<file path="src/rtl/key_conditioner.sv">
// rtl/key_conditioner.sv - pushbutton debounce/press-event and slide-switch tile decode
// Four independent debounce FSMs plus a one-hot switch decoder feeding quit/begin/select pulses.
module key_conditioner #(
    parameter int DEBOUNCE_CYCLES = 1000000
) (
    input  logic       CLOCK_50,
    input  logic       resetn,
    input  logic [3:0] KEY,
    input  logic [9:0] SW,
    output logic       quit_pulse,
    output logic       begin_pulse,
    output logic       sel1_pulse,
    output logic       sel2_pulse,
    output logic       sel_err,
    output logic [3:0] key_level,
    output logic [3:0] tile_idx,
    output logic       tile_valid
);

    localparam int CW = 20;
    localparam logic [CW-1:0] LAST = CW'(DEBOUNCE_CYCLES - 1);

    typedef enum logic [1:0] {IDLE, PRESS_WAIT, PRESSED, RELEASE_WAIT} state_t;

    logic [3:0] key_s1, key_s2;
    logic [9:0] sw_s1, sw_s2;
    logic [3:0] ev;

    // Keys idle high (released) and switches idle low while in reset.
    always_ff @(posedge CLOCK_50 or negedge resetn) begin
        if (!resetn) begin
            key_s1 <= 4'hF;
            key_s2 <= 4'hF;
            sw_s1  <= '0;
            sw_s2  <= '0;
        end else begin
            key_s1 <= KEY;
            key_s2 <= key_s1;
            sw_s1  <= SW;
            sw_s2  <= sw_s1;
        end
    end

    genvar i;
    generate
        for (i = 0; i < 4; i++) begin : g_key
            state_t        state;
            logic [CW-1:0] cnt;
            logic          pressed;

            assign pressed = ~key_s2[i];

            always_ff @(posedge CLOCK_50 or negedge resetn) begin
                if (!resetn) begin
                    state <= IDLE;
                    cnt   <= '0;
                end else begin
                    case (state)
                        IDLE: begin
                            if (pressed) begin
                                state <= PRESS_WAIT;
                                cnt   <= '0;
                            end
                        end
                        PRESS_WAIT: begin
                            if (!pressed) begin
                                state <= IDLE;
                                cnt   <= '0;
                            end else if (cnt == LAST) begin
                                state <= PRESSED;
                                cnt   <= '0;
                            end else begin
                                cnt <= cnt + CW'(1);
                            end
                        end
                        PRESSED: begin
                            if (!pressed) begin
                                state <= RELEASE_WAIT;
                                cnt   <= '0;
                            end
                        end
                        RELEASE_WAIT: begin
                            if (pressed) begin
                                state <= PRESSED;
                                cnt   <= '0;
                            end else if (cnt == LAST) begin
                                state <= IDLE;
                                cnt   <= '0;
                            end else begin
                                cnt <= cnt + CW'(1);
                            end
                        end
                        default: begin
                            state <= IDLE;
                            cnt   <= '0;
                        end
                    endcase
                end
            end

            // Only the debounced entry into PRESSED is an event; bounce recovery from RELEASE_WAIT is not.
            assign ev[i]        = (state == PRESS_WAIT) && pressed && (cnt == LAST);
            assign key_level[i] = (state == PRESSED) || (state == RELEASE_WAIT);
        end
    endgenerate

    logic [3:0] ones;
    logic [3:0] idx;

    always_comb begin
        ones = '0;
        idx  = '0;
        for (int j = 0; j < 10; j++) begin
            if (sw_s2[j]) begin
                ones = ones + 4'd1;
                idx  = 4'(j);
            end
        end
    end

    always_ff @(posedge CLOCK_50 or negedge resetn) begin
        if (!resetn) begin
            tile_idx   <= '0;
            tile_valid <= 1'b0;
        end else begin
            tile_valid <= (ones == 4'd1);
            tile_idx   <= (ones == 4'd1) ? idx : 4'd0;
        end
    end

    // Quit wins outright: any other event in the same cycle is dropped.
    always_ff @(posedge CLOCK_50 or negedge resetn) begin
        if (!resetn) begin
            quit_pulse  <= 1'b0;
            begin_pulse <= 1'b0;
            sel1_pulse  <= 1'b0;
            sel2_pulse  <= 1'b0;
            sel_err     <= 1'b0;
        end else begin
            quit_pulse  <= ev[0];
            begin_pulse <= ev[1] & ~ev[0];
            sel1_pulse  <= ev[2] & tile_valid & ~ev[0];
            sel2_pulse  <= ev[3] & tile_valid & ~ev[0];
            sel_err     <= (ev[2] | ev[3]) & ~tile_valid & ~ev[0];
        end
    end

endmodule

</file>
<file path="config.mk">
export PLATFORM = sky130hd
export DESIGN_NAME = key_conditioner
export DESIGN_NICKNAME = d
export VERILOG_FILES = /design/src/rtl/key_conditioner.sv
export SDC_FILE = /design/constraint.sdc
export NUM_CORES = 1
export LEC_CHECK = 0
export CORE_MARGIN = 4
export CORE_UTILIZATION = 55
export CTS_CLUSTER_DIAMETER = 100
export DETAILED_ROUTE_END_ITERATION = 6
export PLACE_DENSITY = 0.76
export SLEW_MARGIN = 20
export SYNTH_ARGS = -nofsm -noshare
export SYNTH_HDL_FRONTEND = slang
export SYNTH_SLANG_ARGS = --single-unit
</file>
<file path="constraint.sdc">
create_clock -name CLOCK_50 -period 5.1 [get_ports CLOCK_50]
set_clock_uncertainty 0.05 [all_clocks]
set_input_delay 0.51 -clock CLOCK_50 [delete_from_list [all_inputs] [get_ports CLOCK_50]]
set_output_delay 0.51 -clock CLOCK_50 [all_outputs]
set_load 0.02 [all_outputs]
</file>
; After elaboration in Yosys (flattened, before gate mapping)
; Index checks and enable logic that the tools add are counted.
[word_totals]
regBits = 126
out_inout_bits = 14
input_bits = 16
[op_classes]
n_eq_ne = 33
n_mux = 72
bitwise = 14
reduce_logical = 24
n_addsub = 13
[ops]
columns = cell, count
row1 = two-way mux 20 bit, 20
row2 = one-hot mux 20 bit (4 select lines), 4
row3 = "adder 20 x 1 -> 20 bit, second input constant", 4
row4 = "equality test 20 bit, second input constant", 4
row5 = two-way mux 2 bit, 26
row6 = two-way mux 4 bit, 12
row7 = "adder 4 x 1 -> 4 bit, second input constant", 8
row8 = one-hot mux 2 bit (4 select lines), 4
row9 = "inequality test 3 bit, second input constant", 8
row10 = "equality test 2 bit, second input constant", 8
row11 = "inequality test 2 bit, second input constant", 8
row12 = AND reduction 4 bit, 4
row13 = two-way mux 3 bit, 4
row14 = "equality test 2 x 1 -> 1 bit, second input constant", 4
row15 = logical AND 1 bit, 8
row16 = logical NOT 2 bit, 4
row17 = AND reduction 2 bit, 4
row18 = bitwise AND 1 bit, 7
row19 = inverter 1 bit, 6
row20 = "equality test 4 x 1 -> 1 bit, second input constant", 1
row21 = logical OR 1 bit, 4
row22 = "adder 1 x 1 -> 2 bit, second input constant", 1
row23 = two-way mux 1 bit, 2
row24 = bitwise OR 1 bit, 1

; Depth between registers and ports, before layout
[depth]
ltp_word = 21
depth_mapped = 28
depth_no_buf = 28

; Worst setup path before layout
; No wires, ideal clock.
[synth_timing]
kind = register to register
start = register sw_s2[0]
end = register tile_idx[1]
arrival_ps = 4866
synth_period_minus_slack_ps = 5017
path_stages_with_launch = 27
setup_ps = 101
n_path_buf = 0
slack_ps = 83
cell_sequence = dfrtp_1 inv_1 ha_1 xor2_1 ha_1 nand2_1 o31ai_2 ha_1 mux2i_1 inv_1 ha_1 nor2b_1 a21oi_1 ha_1 nand2_1 nand2_1 ha_1 mux2i_1 a21oi_2 ha_1 mux2_2 ha_1 mux2i_1 mux2i_1 o221ai_1 inv_1 nor4_1
[synth_via]
elab_chain_cells = 21
[synth_lines]
columns = element, line
row1 = start: declaration, 26  ; logic [9:0] sw_s1, sw_s2;
row2 = start signal: assignment, 40  ; sw_s2 <= sw_s1;
row3 = two-way mux 1 bit *, 114  ; if (sw_s2[j]) begin
row4 = adder 1 x 1 -> 2 bit, 115  ; ones = ones + 4'd1;
row5 = two-way mux 4 bit *, 114
row6 = adder 4 x 1 -> 4 bit, 115
row7 = two-way mux 4 bit *, 114
row8 = adder 4 x 1 -> 4 bit, 115
row9 = two-way mux 4 bit *, 114
row10 = adder 4 x 1 -> 4 bit, 115
row11 = [... 5 more ...], -
row12 = adder 4 x 1 -> 4 bit, 115
row13 = two-way mux 4 bit *, 114
row14 = adder 4 x 1 -> 4 bit, 115
row15 = two-way mux 4 bit *, 114
row16 = adder 4 x 1 -> 4 bit, 115
row17 = two-way mux 4 bit *, 114
row18 = equality test 4 x 1 -> 1 bit *, 127  ; tile_idx <= (ones == 4'd1) ? idx : 4'd0;
row19 = two-way mux 4 bit *, 127
row20 = end signal: assignment, 127
row21 = end: declaration, 16  ; output logic [3:0] tile_idx,
; Every way passes the cells marked *; elsewhere a longest branch is shown, timed or not.
; A chain may end at the register's enable or synchronous reset.

; Final worst setup path
[layout_timing]
start = register sw_s2[1]
end = register tile_idx[3]
[layout_via]
elab_chain_cells = 19
[layout_lines]
columns = element, line
row1 = two-way mux 4 bit *, 114
row2 = adder 4 x 1 -> 4 bit, 115
row3 = two-way mux 4 bit *, 114
row4 = adder 4 x 1 -> 4 bit, 115
row5 = two-way mux 4 bit *, 114
row6 = adder 4 x 1 -> 4 bit, 115
row7 = two-way mux 4 bit *, 114
row8 = adder 4 x 1 -> 4 bit, 115
row9 = [... 3 more ...], -
row10 = adder 4 x 1 -> 4 bit, 115
row11 = two-way mux 4 bit *, 114
row12 = adder 4 x 1 -> 4 bit, 115
row13 = two-way mux 4 bit *, 114
row14 = adder 4 x 1 -> 4 bit, 115
row15 = two-way mux 4 bit *, 114
row16 = equality test 4 x 1 -> 1 bit *, 127
row17 = two-way mux 4 bit *, 127
; Marks and branches as above.

==> run summary <==
==================================================================================
Total length of routed met3 wires                                           609 um
Port Buffers                                                                    29
Most frequently used flop master after synthesis                      sky130_fd_sc_hd__dfrtp_1
Sequential Power Share                                                       36.5%
Core Region                                                            11,600 um^2
Actual transition at the worst max-transition pin                           954 ps
Share of synthesized registers carrying an async set or reset                 100%
EDFF count, synth                                                                0
Maximum net fanout on the critical path                                          7
Tot Pwr                                                                    3.06 mW
Library cell used as clock root buffer                                sky130_fd_sc_hd__clkbuf_16
Worst r2r path cells                                                            26
Post-CTS Hold Fix Bufs                                                           0
Final period utilization                                                     96.4%
Source-to-sink clock delay at the later pin of the worst-skew pair          420 ps
Hold crit path type                                                       in2async
Number of synthesis warnings                                                     0
Top routing layer used                                                        met4
Vias per inst                                                                 5.98
Total number of placement rows                                                  39
Diode insertion count for antenna repair                                         0
Max Fclk                                                                   203 MHz
Number of flip-flops and latches in the synthesized netlist                    126
Met1 WL                                                                    6190 um
Mean routed wirelength per cell                                            15.6 um
Minimum clock period after layout                                          4910 ps
Number of failing setup endpoints in the final timing report                     0
Data required time at the worst endpoint                                   5380 ps
Max-cap violations                                                               0
Overall via count from detail_route                                          5,374
Synthesized cell area                                                    6560 um^2
Classification of the worst setup path                                     reg2reg
Critical path data arrival time                                            5190 ps
Syn Inst Count                                                                 712
Syn avg cell area                                                        9.22 um^2
Wire length of the first global-routing pass                             23,200 um
DRC violation total after the first TritonRoute iteration                      501
Detailed Route WL                                                        14,000 um
Post-route ant nets                                                              0
P_int                                                                      2.16 mW
Leakage power of the design                                                3.25 nW
Pin count of the biggest net entering global routing                            82
Antenna violations before repair                                                 0
DR DRC count                                                                     0
Library cells used by synthesis                                                 62
Part of the total power dissipated in combinational logic                    23.7%
Nets in the synthesized netlist                                                741
Num CTS Buffers                                                                 17
Final hold violations                                                            0
Slew Viols, Final                                                                0
CP Capture Type                                                               flop
Die Span X                                                                  117 um
Number of buffers on the longest clock path                                      2
Most frequent cells in the layout                                     117 x sky130_fd_sc_hd__dfrtp_1, 99 x sky130_fd_sc_hd__o21ai_0, 80 x sky130_fd_sc_hd__nand2_1
Largest vdd supply drop                                                   0.234 mV
Share of final-layout standard cells stronger than drive strength 1          12.6%
Clock group share of total power                                             39.8%
Total cell area at the placement stage                                   6950 um^2
Final Wtd Congestion                                                         0.830
Commonest non-fill, non-tap cell in the layout                        sky130_fd_sc_hd__dfrtp_1
Unrepaired setup endpoints after global routing                               true
Worst slew slack as a fraction of its limit                                  36.4%
Vias in the first global route                                               5,024
Remaining global-route overflow                                                  0
Number of iterations in the first detailed-routing pass                          5
Switching pwr                                                             0.903 mW
Clock Pin Slew Worst Setup and Hold Paths                                    50 ps
Sequential fraction of the synthesis area                                    48.2%
Clock sink total                                                               126
Type of origin of the critical path                                           flop
Aggregate global-route resource usage                                        21.3%
Area growth from synthesis to final layout                                   18.0%
Final design instance area without fill                                  7740 um^2
Sum of net half-perimeters after detailed placement                        9010 um
IO Count                                                                        30
Starting utilization of the core area                                        56.7%
Met2 routed wirelength                                                     6870 um
Status                                                                finished clean
Clock tree from TritonCTS                                                    built
Sw frac                                                                      29.5%
Final worst hold slack                                                     62.5 ps
Net count reported at finish                                                   771
Die ar.                                                                13,700 um^2
Count of H-tree levels built during CTS                                          4
Areal power density over the cells                                     396 nW/um^2
Die outline height                                                          117 um
==================================================================================
power by group through the flow:
stage | combinational, mW | sequential, mW | clock (mW)
floorplan | 0.470 | 1.12 | 0
global placement | 0.598 | 1.13 | 0
detailed placement | 0.634 | 1.13 | 0
CTS | 0.659 | 1.11 | 1.23
global route | 0.809 | 1.13 | 1.28
finish | 0.726 | 1.12 | 1.22
repair_timing:
item,in CTS,in global routing
pin swaps,2,7
gates resized for setup,7,18
buffers inserted,2,5
endpoints found under the setup margin,5,5
hold endpoints to repair,0,0
kinds of logic after synthesis:
| group | Yosys count | synth area share (%) |
|---|---|---|
| DFF | 126 | 48.2 |
| and+or+nand+nor | 302 | 23.0 |
| muxes | 6 | 0.934 |
| AOI/OAI and AO/OA | 181 | 15.9 |
| xor gates and xnor gates | 39 | 6.81 |
| adders and majority gates | 13 | 2.48 |
| buffers and inverters | 45 | 2.73 |
path summary, 6_finish.rpt:
kind                               startpoint                           end  slack (ps)
hold reg to reg            sw_s1[2]$_DFF_PN0_            sw_s2[2]$_DFF_PN0_         300
max in group asynchronous              resetn            sw_s2[5]$_DFF_PN0_        3860
setup reg to reg           sw_s2[1]$_DFF_PN0_         tile_idx[3]$_DFF_PN0_         190
setup / recovery           sw_s2[1]$_DFF_PN0_         tile_idx[3]$_DFF_PN0_         190
hold / removal                         resetn  g_key[2].cnt[15]$_DFFE_PN0P_          60
min in group CLOCK_50      sw_s1[2]$_DFF_PN0_            sw_s2[2]$_DFF_PN0_         300
per-layer routing:
layer,GRT usage (%),vias up
met1,27.1,2630
li1,-,2591
met2,34.5,122
met4,9.25,0
met5,0,-
met3,5.45,31
flip-flops by register name (all words and copies together), names as in the netlist, named ones only:
register,cells
tile_valid,1
sw_s1,10
sel2_pulse,1
key_s1,4
sel1_pulse,1
tile_idx,4
begin_pulse,1
quit_pulse,1
g_key.cnt,80
key_s2,4
sel_err,1
sw_s2,10
g_key.state,4
synthesized netlist by cell type (9+ instances only):
cell type	number	share of area (%)
sky130_fd_sc_hd__nor2_1	68	3.9
sky130_fd_sc_hd__o21ai_1	14	1.1
sky130_fd_sc_hd__xnor2_1	17	2.3
sky130_fd_sc_hd__nor4_1	10	0.95
sky130_fd_sc_hd__clkbuf_1	29	1.7
sky130_fd_sc_hd__ha_1	13	2.5
sky130_fd_sc_hd__dfrtp_1	118	45
sky130_fd_sc_hd__xor2_1	14	1.9
sky130_fd_sc_hd__nand2_1	81	4.6
sky130_fd_sc_hd__nand4_1	9	0.86
sky130_fd_sc_hd__inv_1	10	0.57
sky130_fd_sc_hd__a21oi_1	20	1.5
sky130_fd_sc_hd__nand3_1	39	3.0
sky130_fd_sc_hd__and3_1	20	1.9
sky130_fd_sc_hd__and2_1	11	1.0
sky130_fd_sc_hd__o21ai_0	99	7.6
sky130_fd_sc_hd__o31ai_1	22	2.5
sky130_fd_sc_hd__nor3_1	13	0.99
sky130_fd_sc_hd__nand2b_1	10	0.95
sky130_fd_sc_hd__nor2b_1	10	0.95
final cells by class:
cell class / count / area [um^2]
Clock buffer: 21 / 460
Timing Repair Buffer: 43 / 400
Sequential cell: 126 / 3160
Inverter: 13 / 50.0
Multi-Input combinational cell: 541 / 3350
Fill cell: 873 / 3820
Tap cell: 143 / 179
Clock inverter: 11 / 139
metrics by stage:
step                      setup TNS, ps  setup slack (ps)  utilization (%)  std cells
after global routing               -350              -117             66.9        898
final                                 0               186             66.9        898
after floorplan                       0              82.5                -        712
after CTS                             0              18.2             65.7        892
after global placement                0              78.8             60.1        858
after detailed placement           -691              -187             60.1        858
critical path, stage by stage (launching register included):
cell and delay [ps]:
sky130_fd_sc_hd__dfrtp_1 400, sky130_fd_sc_hd__inv_2 80, sky130_fd_sc_hd__ha_4 220, sky130_fd_sc_hd__xor2_1 170, sky130_fd_sc_hd__ha_1 310, sky130_fd_sc_hd__nand2_2 90
sky130_fd_sc_hd__o31ai_4 100, sky130_fd_sc_hd__ha_4 250, sky130_fd_sc_hd__mux2i_4 160, sky130_fd_sc_hd__inv_2 70, sky130_fd_sc_hd__ha_4 290, sky130_fd_sc_hd__nor2b_4 50
sky130_fd_sc_hd__a21oi_2 150, sky130_fd_sc_hd__ha_1 250, sky130_fd_sc_hd__nand2_1 80, sky130_fd_sc_hd__nand2_1 70, sky130_fd_sc_hd__ha_1 270, sky130_fd_sc_hd__mux2i_1 170
sky130_fd_sc_hd__a21oi_2 60, sky130_fd_sc_hd__ha_1 290, sky130_fd_sc_hd__mux2_4 280, sky130_fd_sc_hd__ha_4 180, sky130_fd_sc_hd__mux2i_1 120, sky130_fd_sc_hd__mux2i_1 90
sky130_fd_sc_hd__o221ai_1 230, sky130_fd_sc_hd__nand2_1 150, sky130_fd_sc_hd__nor3_1 200
Power figures use the tool's default switching activity.
